--- src/rtl/i2c_init_sequencer.sv ---
// i2c_init_sequencer
// Walks a register-init table and drives a byte-level I2C master with
// START / write-byte / STOP strobes. Each register entry becomes one
// transaction: START, {DEV_ADDR,W}, {reg_addr,reg_data[8]}, reg_data[7:0],
// STOP. Entries with the delay flag set insert a fixed wait instead.
//
// Ports
//   CLK_I2C, RST_I2C      clock, asynchronous active-high reset
//   start_trigger         run request (honoured only in IDLE/DONE/FAIL)
//   tbl_index / tbl_entry table lookup; tbl_entry is a combinational
//                         function of tbl_index {delay, reg_addr[6:0], reg_data[8:0]}
//   i2c_out, i2c_start, i2c_end, i2c_write   command strobes and byte to master
//   i2c_ready, i2c_error  master idle / NACK or bus fault (sampled in CMD_WAIT only)
//   busy, done, error     run status
//   fail_index            entry that exhausted its attempts
//
// Build option: define I2C_INIT_SEQUENCER_RETRY_EN to restart a failed entry
// up to MAX_RETRIES times; without it the first error ends the run in FAIL.
module i2c_init_sequencer #(
   parameter int         NUM_ENTRIES  = 10,
   parameter logic [6:0] DEV_ADDR     = 7'h1A,
   parameter int         DELAY_CYCLES = 50,
   parameter int         MAX_RETRIES  = 3
) (
   input  logic        CLK_I2C,
   input  logic        RST_I2C,
   input  logic        start_trigger,
   output logic [15:0] tbl_index,
   input  logic [16:0] tbl_entry,
   output logic [7:0]  i2c_out,
   output logic        i2c_start,
   output logic        i2c_end,
   output logic        i2c_write,
   input  logic        i2c_ready,
   input  logic        i2c_error,
   output logic        busy,
   output logic        done,
   output logic        error,
   output logic [15:0] fail_index
);

`ifdef I2C_INIT_SEQUENCER_RETRY_EN
   localparam bit RETRY_EN = 1'b1;
`else
   localparam bit RETRY_EN = 1'b0;
`endif

   // A zero-length delay still occupies one DELAY cycle.
   localparam int DW = (DELAY_CYCLES < 1) ? 1 : $clog2(DELAY_CYCLES + 1);
   localparam int RW = (MAX_RETRIES < 1) ? 1 : $clog2(MAX_RETRIES + 1);
   localparam logic [DW-1:0] DLAST = DW'((DELAY_CYCLES <= 1) ? 0 : DELAY_CYCLES - 1);

   typedef enum logic [2:0] {IDLE, FETCH, CMD, CMD_WAIT, DELAY, RECOVER, DONE, FAIL} state_t;

   state_t        state, state_n;
   logic [2:0]    step, step_n;
   logic [15:0]   entry, entry_n;      // {reg_addr, reg_data} of the active entry
   logic [DW-1:0] dcnt, dcnt_n;
   logic [RW-1:0] retry, retry_n;
   logic          rec_sent, rec_n;     // RECOVER has already issued its STOP
   logic [15:0]   idx_n, fidx_n;

   always_ff @(posedge CLK_I2C or posedge RST_I2C) begin
      if (RST_I2C) begin
         state      <= IDLE;
         step       <= '0;
         entry      <= '0;
         dcnt       <= '0;
         retry      <= '0;
         rec_sent   <= 1'b0;
         tbl_index  <= '0;
         fail_index <= '0;
      end else begin
         state      <= state_n;
         step       <= step_n;
         entry      <= entry_n;
         dcnt       <= dcnt_n;
         retry      <= retry_n;
         rec_sent   <= rec_n;
         tbl_index  <= idx_n;
         fail_index <= fidx_n;
      end
   end

   always_comb begin
      state_n   = state;
      step_n    = step;
      entry_n   = entry;
      dcnt_n    = dcnt;
      retry_n   = retry;
      rec_n     = rec_sent;
      idx_n     = tbl_index;
      fidx_n    = fail_index;
      i2c_out   = 8'h00;
      i2c_start = 1'b0;
      i2c_end   = 1'b0;
      i2c_write = 1'b0;
      busy      = !(state inside {IDLE, DONE, FAIL});
      done      = (state == DONE);
      error     = (state == FAIL);

      case (state)
         IDLE, DONE, FAIL: begin
            if (start_trigger) begin
               state_n = FETCH;
               idx_n   = '0;
               retry_n = '0;
               fidx_n  = '0;
            end
         end
         FETCH: begin
            if (tbl_index == 16'(NUM_ENTRIES)) begin
               state_n = DONE;
            end else if (tbl_entry[16]) begin
               state_n = DELAY;
               dcnt_n  = '0;
            end else begin
               state_n = CMD;
               step_n  = '0;
               entry_n = tbl_entry[15:0];
            end
         end
         CMD: begin
            // entry[15:8] is {reg_addr, reg_data[8]} by construction.
            case (step)
               3'd1:    i2c_out = {DEV_ADDR, 1'b0};
               3'd2:    i2c_out = entry[15:8];
               3'd3:    i2c_out = entry[7:0];
               default: i2c_out = 8'h00;
            endcase
            if (i2c_ready) begin
               case (step)
                  3'd0:    i2c_start = 1'b1;
                  3'd4:    i2c_end   = 1'b1;
                  default: i2c_write = 1'b1;
               endcase
               state_n = CMD_WAIT;
            end
         end
         CMD_WAIT: begin
            if (i2c_error) begin
               state_n = RECOVER;
               rec_n   = 1'b0;
            end else if (step == 3'd4) begin
               state_n = FETCH;
               idx_n   = tbl_index + 16'd1;
               retry_n = '0;
            end else begin
               state_n = CMD;
               step_n  = step + 3'd1;
            end
         end
         RECOVER: begin
            if (!rec_sent) begin
               if (i2c_ready) begin
                  i2c_end = 1'b1;
                  rec_n   = 1'b1;
               end
            end else if (RETRY_EN && (retry < RW'(MAX_RETRIES))) begin
               state_n = CMD;
               step_n  = '0;
               retry_n = retry + RW'(1);
            end else begin
               state_n = FAIL;
               fidx_n  = tbl_index;
            end
         end
         DELAY: begin
            if (dcnt >= DLAST) begin
               state_n = FETCH;
               idx_n   = tbl_index + 16'd1;
            end else begin
               dcnt_n = dcnt + DW'(1);
            end
         end
         default: state_n = IDLE;
      endcase
   end

endmodule

--- config.mk ---
export PLATFORM = sky130hd
export DESIGN_NAME = i2c_init_sequencer
export DESIGN_NICKNAME = d
export VERILOG_FILES = /design/src/rtl/i2c_init_sequencer.sv
export SDC_FILE = /design/constraint.sdc
export NUM_CORES = 1
export LEC_CHECK = 0
export CAP_MARGIN = 0
export CELL_PAD_IN_SITES_DETAIL_PLACEMENT = 0
export CELL_PAD_IN_SITES_GLOBAL_PLACEMENT = 1
export CORE_MARGIN = 2
export CORE_UTILIZATION = 42
export CTS_CLUSTER_SIZE = 10
export DETAILED_ROUTE_END_ITERATION = 10
export GPL_TIMING_DRIVEN = 1
export PLACE_DENSITY = 0.92
export SETUP_SLACK_MARGIN = 0.1
export SLEW_MARGIN = 10
export SYNTH_ARGS = -nofsm -noshare
export SYNTH_HDL_FRONTEND = slang
export SYNTH_SLANG_ARGS = --single-unit
--- constraint.sdc ---
create_clock -name CLK_I2C -period 5.7 [get_ports CLK_I2C]
set_clock_uncertainty 0.2 [all_clocks]
set_input_delay 1.425 -clock CLK_I2C [delete_from_list [all_inputs] [get_ports CLK_I2C]]
set_output_delay 1.425 -clock CLK_I2C [all_outputs]
set_load 0.03 [all_outputs]
==> summary.txt, run 1 <==
Run status
  • Outcome: completed

Drt
  • Post-route DRC: 0
  • Vias after detailed routing: 2,783
  • Via-per-instance ratio: 5.468
  • Post-Route WL: 7.618 mm
  • Antenna Violating Nets Remaining: 0
  • Count of TritonRoute iterations in the first routing pass: 4
  • Number of DRC markers in iteration 0: 129
  • Drt wl/cell: 14.97 um

STA
  • Final critical delay including setup and external delays: 4592 ps
  • Worst Hold Slack: 279.0 ps
  • Final hold violation count: 0
  • Measured slew at the worst slew-check pin: 932.6 ps
  • Headroom to the max-slew limit: 0.3764
  • Period Utilization, post-route: 0.8057
  • Setup repair after global routing missed its margin: false
  • Total negative slack for setup checks: 0 ps
  • Achievable frequency: 217.8 MHz
  • Number of pins with negative max-slew slack in the final report: 0
  • Post-route setup slack: 1108 ps
  • Total of endpoints with negative setup slack in the final report: 0

Setup path
  • Ordered cell list for the critical path: clkdlybuf4s50_1 -> nand3_1 -> nor3b_1 -> clkdlybuf4s50_1
  • Largest delay share family, worst path: buffers and inverters
  • Max stage delay cell, worst path: sky130_fd_sc_hd__clkdlybuf4s50_1
  • Worst reg2reg startpoint: tbl_index[0]
  • Classification of the worst setup path: input pin to output port
  • Req. time, crit path: 4070 ps
  • Data arrival time at the worst-slack endpoint: 2970 ps
  • Type of origin of the critical path: input pin
  • Launch point of the critical path: i2c_ready
  • Top cell by count, worst path: sky130_fd_sc_hd__clkdlybuf4s50_1
  • Kind of capture point of the worst setup path: output port
  • Maximum fanout along the worst path: 4
  • WP buf/inv: 2
  • Highest cell delay on the worst timing path: 690 ps

Clock tree
  • Root buffer cell: sky130_fd_sc_hd__clkbuf_8
  • Worst-Skew Late Latency: 340 ps
  • Clk sink count: 61
  • Clock slew at reported path FFs: 60 ps
  • Count of buffers added by post-CTS timing repair for setup: 0
  • CTS H-tree lvls: 3
  • Number of resized instances in the post-cts repair step: 0
  • Post-CTS Hold Buffers: 0
  • Number of buffers created by CTS: 9
  • Maximum buffer depth of the clock tree: 2
  • CTS tree: done

Synth
  • Average instance area after synthesis: 9.551 um2
  • Fraction of registers with async set or reset after synthesis: 1.000
  • Register bit count reported by yosys: 61
  • Post-synth EDFFs: 0
  • Synth Warn #: 0
  • Sequential share of the synthesized area: 0.4687
  • Cells after synthesis: 341
  • Netlist Area Pre-Place: 3257 um2
  • Number of distinct library cells after synthesis: 53
  • Dominant register cell in the synthesized netlist: sky130_fd_sc_hd__dfrtp_1
  • Net Count, Synth: 373

Die
  • Floorplan die area: 8475 um2
  • X dimension of the die: 92.06 um
  • Placeable core area: 7607 um2
  • Die boundary height: 92.06 um
  • Site row count: 32
  • Effective utilization at floorplan: 0.4281
  • Count of boundary I/O pins: 68

Place
  • Instance area after placement: 3953 um2
  • HPWL after detailed placement: 5.297 mm
  • Pre-CTS setup slack: 1096 ps
  • Port-buffer cells: 67
  • Final RePlAce weighted congestion: 0.8215

Global routing
  • Overflow left after global routing: 0
  • Vias in the first global route: 2,561
  • Number of antenna violations at the first check in global routing: 0
  • Wire length of the first global-routing pass: 12.45 mm
  • All-layer global routing usage: 0.1831
  • Pin count of the biggest net entering global routing: 62

Final layout
  • Footprint of the flip-flops and latches: 1526 um2
  • Ant diodes: 0
  • Fin area: 4178 um2
  • Layout net count: 434
  • Fraction of final layout cells with drive strength greater than 1: 0.09828
  • Leading cell type in the layout, fill and taps excluded: sky130_fd_sc_hd__clkdlybuf4s50_1
  • Layout-stage area growth over the synthesis result: 28.28%
  • Most frequent cells in the layout: sky130_fd_sc_hd__clkdlybuf4s50_1, sky130_fd_sc_hd__dfrtp_1, sky130_fd_sc_hd__nand2_1
  • Total area of multi-input combinational cells: 1579 um2
  • Fill cell total of the finished layout: 707

Pwr
  • Areal power density over the cells: 418.1 nW/um2
  • Worst ir drop on vdd: 168.6 uV
  • Static leakage: 1.698 nW

Min path
  • Class of the most critical hold timing path: register to register
  • Hold path startpoint: fail_index[8]

Flow run
  • Count of maximum capacitance violations: 0
final cells by class:
| cell class | instances | area share |
|---|---|---|
| multi-input combinational | 251 | 0.3780 |
| sequential | 61 | 0.3654 |
| inverter | 11 | 0.009883 |
| tap | 102 | 0.03055 |
| timing repair buffer | 68 | 0.1623 |
| clock buffer | 12 | 0.03714 |
| clock inverter | 4 | 0.01677 |
flip-flops by register name, indices dropped and copies added (netlist names):
register,cells
rec_sent,1
entry,16
state,3
step,3
tbl_index,16
fail_index,16
dcnt,6
path summary, 6_finish.rpt:
check                           endpoint  slack, ps  depth (start not counted)
max in group asynchronous   tbl_index[3]       3370                          3
setup reg to reg                entry[6]       2760                          6
setup / recovery               i2c_start       1110                          4
hold reg to reg            fail_index[8]        280                          2
hold / removal             fail_index[8]        280                          2
min in group asynchronous       entry[9]       1440                          3
per-layer routing:
metal	wire length (um)	GRT usage	vias up	part of all wire
met5	0	0	-	0
met4	122	0.08085	0	0.016
met3	414	0.03205	9	0.054
met2	3560	0.2800	84	0.47
met1	3520	0.2554	1346	0.46
li1	-	-	1344	-
where the power goes:
part / total (W) / leakage [nW] / internal (W) / switching, W
Combinational: 0.000633 / 0.780 / 0.000264 / 0.000369
Clock: 0.000434 / 0.116 / 0.000269 / 0.000165
Sequential: 0.000681 / 0.801 / 0.000543 / 0.000137
Total: 0.00175 / 1.70 / 0.00108 / 0.000671
through the flow:
| step | power, W | cells | utilization |
|---|---|---|---|
| 3_3_place_gp | 0.001298 | 493 | 0.5196 |
| 6_report | 0.001747 | 509 | 0.5492 |
| 4_1_cts | 0.001756 | 509 | 0.5492 |
| 3_5_place_dp | 0.001322 | 493 | 0.5196 |
| 5_1_grt | 0.001865 | 509 | 0.5492 |
| 2_1_floorplan | 0.001161 | 341 | - |
cells in the mapped netlist, drive strengths merged (2+ instances only):
cell type  instances  area [um2]
a31oi              5       31.28
clkbuf             9       36.29
and3               5       31.28
a221oi             3       26.28
o21a               2       15.01
nand3             17       85.08
a21oi             12       75.08
a22o               3       26.28
o31ai              7       52.55
dfrtp             61        1526
and2               4       25.02
mux2              17       191.4
nand2             55       206.5
nor3               2       10.01
and4               2       17.52
nor4b              2       17.52
inv               11       41.29
ha                10       125.1
a22oi              5       37.54
o41ai              2       36.29
o21ai             38       193.9
buf                9       73.82
or4                7       52.55
nand2b             5       31.28
nor2              20       75.07
nor2b              5       31.28
or3                5       31.28
nand4              3       18.77
worst register-to-register path, delay by kind of cell (launching register included):
kind                     cells  cell delay [ps]
AO/OA/AOI/OAI                1              420
adder cells (fa/ha/maj)      1              210
buffers and inverters        1               80
flip-flops                   1              480
multiplexers                 1              550
AND/OR/NAND/NOR              2              880
logic make-up after synthesis:
group,count (synthesis),synth area share
AND/OR/NAND/NOR,138,0.2101
AO/OA/AOI/OAI,84,0.1717
flip-flops,61,0.4687
buffers and inverters,29,0.04649
multiplexers,18,0.06185
adder cells (fa/ha/maj),10,0.03842
XOR/XNOR,1,0.002690
Power figures use the tool's default switching activity.
==> inputs of run 2 (changes only) <==
--- a/config.mk
+++ b/config.mk
@@ -9,11 +9,11 @@
 export CELL_PAD_IN_SITES_DETAIL_PLACEMENT = 0
 export CELL_PAD_IN_SITES_GLOBAL_PLACEMENT = 1
 export CORE_MARGIN = 2
-export CORE_UTILIZATION = 42
+export CORE_UTILIZATION = 35
 export CTS_CLUSTER_SIZE = 10
 export DETAILED_ROUTE_END_ITERATION = 10
 export GPL_TIMING_DRIVEN = 1
-export PLACE_DENSITY = 0.92
+export PLACE_DENSITY = 0.83
 export SETUP_SLACK_MARGIN = 0.1
 export SLEW_MARGIN = 10
 export SYNTH_ARGS = -nofsm -noshare
==> constraint.sdc (replaced) <==
create_clock -name CLK_I2C -period 4 [get_ports CLK_I2C]
set_clock_uncertainty 0.2 [all_clocks]
set_input_delay 1 -clock CLK_I2C [delete_from_list [all_inputs] [get_ports CLK_I2C]]
set_output_delay 1 -clock CLK_I2C [all_outputs]
set_load 0.03 [all_outputs]
==> summary.txt, run 2 (synthesis gave the netlist of run 1 again) <==
Run status
  • Outcome: completed

Die
  • Count of boundary I/O pins: 68
  • Die boundary height: 100.5 um
  • Effective utilization at floorplan: 0.3558
  • X dimension of the die: 100.5 um
  • Site row count: 35
  • Placeable core area: 9153 um2
  • Floorplan die area: 10,090 um2

STA
  • Setup repair after global routing missed its margin: false
  • Worst Hold Slack: 282.4 ps
  • Measured slew at the worst slew-check pin: 858.4 ps
  • Period Utilization, post-route: 0.9437
  • Headroom to the max-slew limit: 0.4277
  • Total of endpoints with negative setup slack in the final report: 0
  • Total negative slack for setup checks: 0 ps
  • Final critical delay including setup and external delays: 3775 ps
  • Number of pins with negative max-slew slack in the final report: 0
  • Final hold violation count: 0
  • Achievable frequency: 264.9 MHz

Clock tree
  • Clock slew at reported path FFs: 70 ps
  • Clk sink count: 61
  • Number of buffers created by CTS: 9
  • Post-CTS Hold Buffers: 0
  • CTS H-tree lvls: 3
  • Number of resized instances in the post-cts repair step: 0
  • Worst-Skew Late Latency: 340 ps
  • Root buffer cell: sky130_fd_sc_hd__clkbuf_8
  • CTS tree: done
  • Count of buffers added by post-CTS timing repair for setup: 0
  • Maximum buffer depth of the clock tree: 2

Setup path
  • Kind of capture point of the worst setup path: output port
  • Top cell by count, worst path: sky130_fd_sc_hd__clkdlybuf4s50_1
  • Largest delay share family, worst path: buffers and inverters
  • Maximum fanout along the worst path: 4
  • Data arrival time at the worst-slack endpoint: 2570 ps
  • WP buf/inv: 2
  • Launch point of the critical path: i2c_ready
  • Max stage delay cell, worst path: sky130_fd_sc_hd__clkdlybuf4s50_1
  • Type of origin of the critical path: input pin
  • Worst-case register-to-register setup slack: 1420 ps
  • Classification of the worst setup path: input pin to output port
  • Worst reg2reg startpoint: tbl_index[0]
  • Req. time, crit path: 2800 ps
  • Ordered cell list for the critical path: clkdlybuf4s50_1 -> nand3_1 -> nor3b_1 -> clkdlybuf4s50_1
  • Highest cell delay on the worst timing path: 710 ps

Flow run
  • Count of maximum capacitance violations: 0

Min path
  • Class of the most critical hold timing path: register to register
  • Hold path startpoint: fail_index[13]

Place
  • Final RePlAce weighted congestion: 0.7943
  • HPWL after detailed placement: 5.621 mm
  • Port-buffer cells: 67

Drt
  • Drt wl/cell: 15.25 um
  • Vias after detailed routing: 2,734
  • Via-per-instance ratio: 5.238
  • Antenna Violating Nets Remaining: 0
  • Number of DRC markers in iteration 0: 160
  • Count of TritonRoute iterations in the first routing pass: 4
  • Post-Route WL: 7.960 mm
  • Post-route DRC: 0

Global routing
  • Wire length of the first global-routing pass: 13.02 mm
  • Number of antenna violations at the first check in global routing: 0
  • All-layer global routing usage: 0.1645
  • Vias in the first global route: 2,631
  • Overflow left after global routing: 0
  • Pin count of the biggest net entering global routing: 33

Pwr
  • Worst ir drop on vdd: 234.5 uV
  • Areal power density over the cells: 582.5 nW/um2
  • Static leakage: 1.696 nW

Final layout
  • Layout net count: 438
  • Registers with the most flip-flops: entry: 16 flops, fail_index: 16 flops, tbl_index: 16 flops
  • Most frequent cells in the layout: sky130_fd_sc_hd__clkdlybuf4s50_1, sky130_fd_sc_hd__dfrtp_1, sky130_fd_sc_hd__nand2_1
  • Ant diodes: 0
  • Leading cell type in the layout, fill and taps excluded: sky130_fd_sc_hd__clkdlybuf4s50_1
  • Layout-stage area growth over the synthesis result: 28.97%
  • Fraction of final layout cells with drive strength greater than 1: 0.1119
run 2: changes by cell type in the layout (fill, tap and decap cells not counted), moves of 2 or more:
cell / delta
sky130_fd_sc_hd__clkinvlp_4: +2
sky130_fd_sc_hd__clkbuf_8: -2
sky130_fd_sc_hd__clkinv_4: +3
sky130_fd_sc_hd__buf_4: +4
run 2: path summary, 6_finish.rpt:
check | to | depth (start not counted)
worst max-delay path | i2c_start | 4
worst min-delay path | fail_index[13] | 2
worst max register to register | entry[7] | 7
worst min register to register | fail_index[13] | 2
max in group asynchronous | tbl_index[13] | 3
min in group asynchronous | fail_index[11] | 2
run 2: routing by layer:
layer	track usage	vias to the layer above	wire length, um
met5	0	-	0
met4	0.07587	0	123
met3	0.03051	10	337
met2	0.2452	58	3542
met1	0.2324	1309	3957
li1	-	1357	-
run 2: where the power goes:
group | internal [W] | total, W | switching [W]
logic | 0.000389 | 0.000949 | 0.000560
clock network | 0.000289 | 0.000550 | 0.000261
registers | 0.000774 | 0.000948 | 0.000174
run 2: through the flow:
| stage | utilization | setup WS [ps] | instance area [um2] | cells | power [W] |
|---|---|---|---|---|---|
| after floorplan | - | 931.5 | 3257 | 341 | 0.001654 |
| after global placement | 0.4364 | 276.9 | 3994 | 506 | 0.001877 |
| after detailed placement | 0.4364 | 217.3 | 3994 | 506 | 0.001907 |
| after CTS | 0.4582 | 205.7 | 4194 | 522 | 0.002461 |
| after global routing | 0.4589 | 108.2 | 4200 | 522 | 0.002620 |
| final | 0.4589 | 225.4 | 4200 | 522 | 0.002447 |
run 2: layout make-up:
type / instances / area [um2]
Fill cell: 877 / 4952
Multi-Input combinational cell: 251 / 1585
Sequential cell: 61 / 1526
Timing Repair Buffer: 72 / 708.2
Tap cell: 111 / 138.9
Clock buffer: 9 / 123.9
Clock inverter: 7 / 76.32
Inverter: 11 / 41.29
run 2: worst reg2reg max path: stages (launching register included):
cell and delay, ps:
sky130_fd_sc_hd__dfrtp_1 480, sky130_fd_sc_hd__inv_1 90, sky130_fd_sc_hd__ha_1 150, sky130_fd_sc_hd__nor4b_1 350, sky130_fd_sc_hd__a41oi_1 330, sky130_fd_sc_hd__nand3b_1 200
sky130_fd_sc_hd__buf_4 280, sky130_fd_sc_hd__mux2_2 380
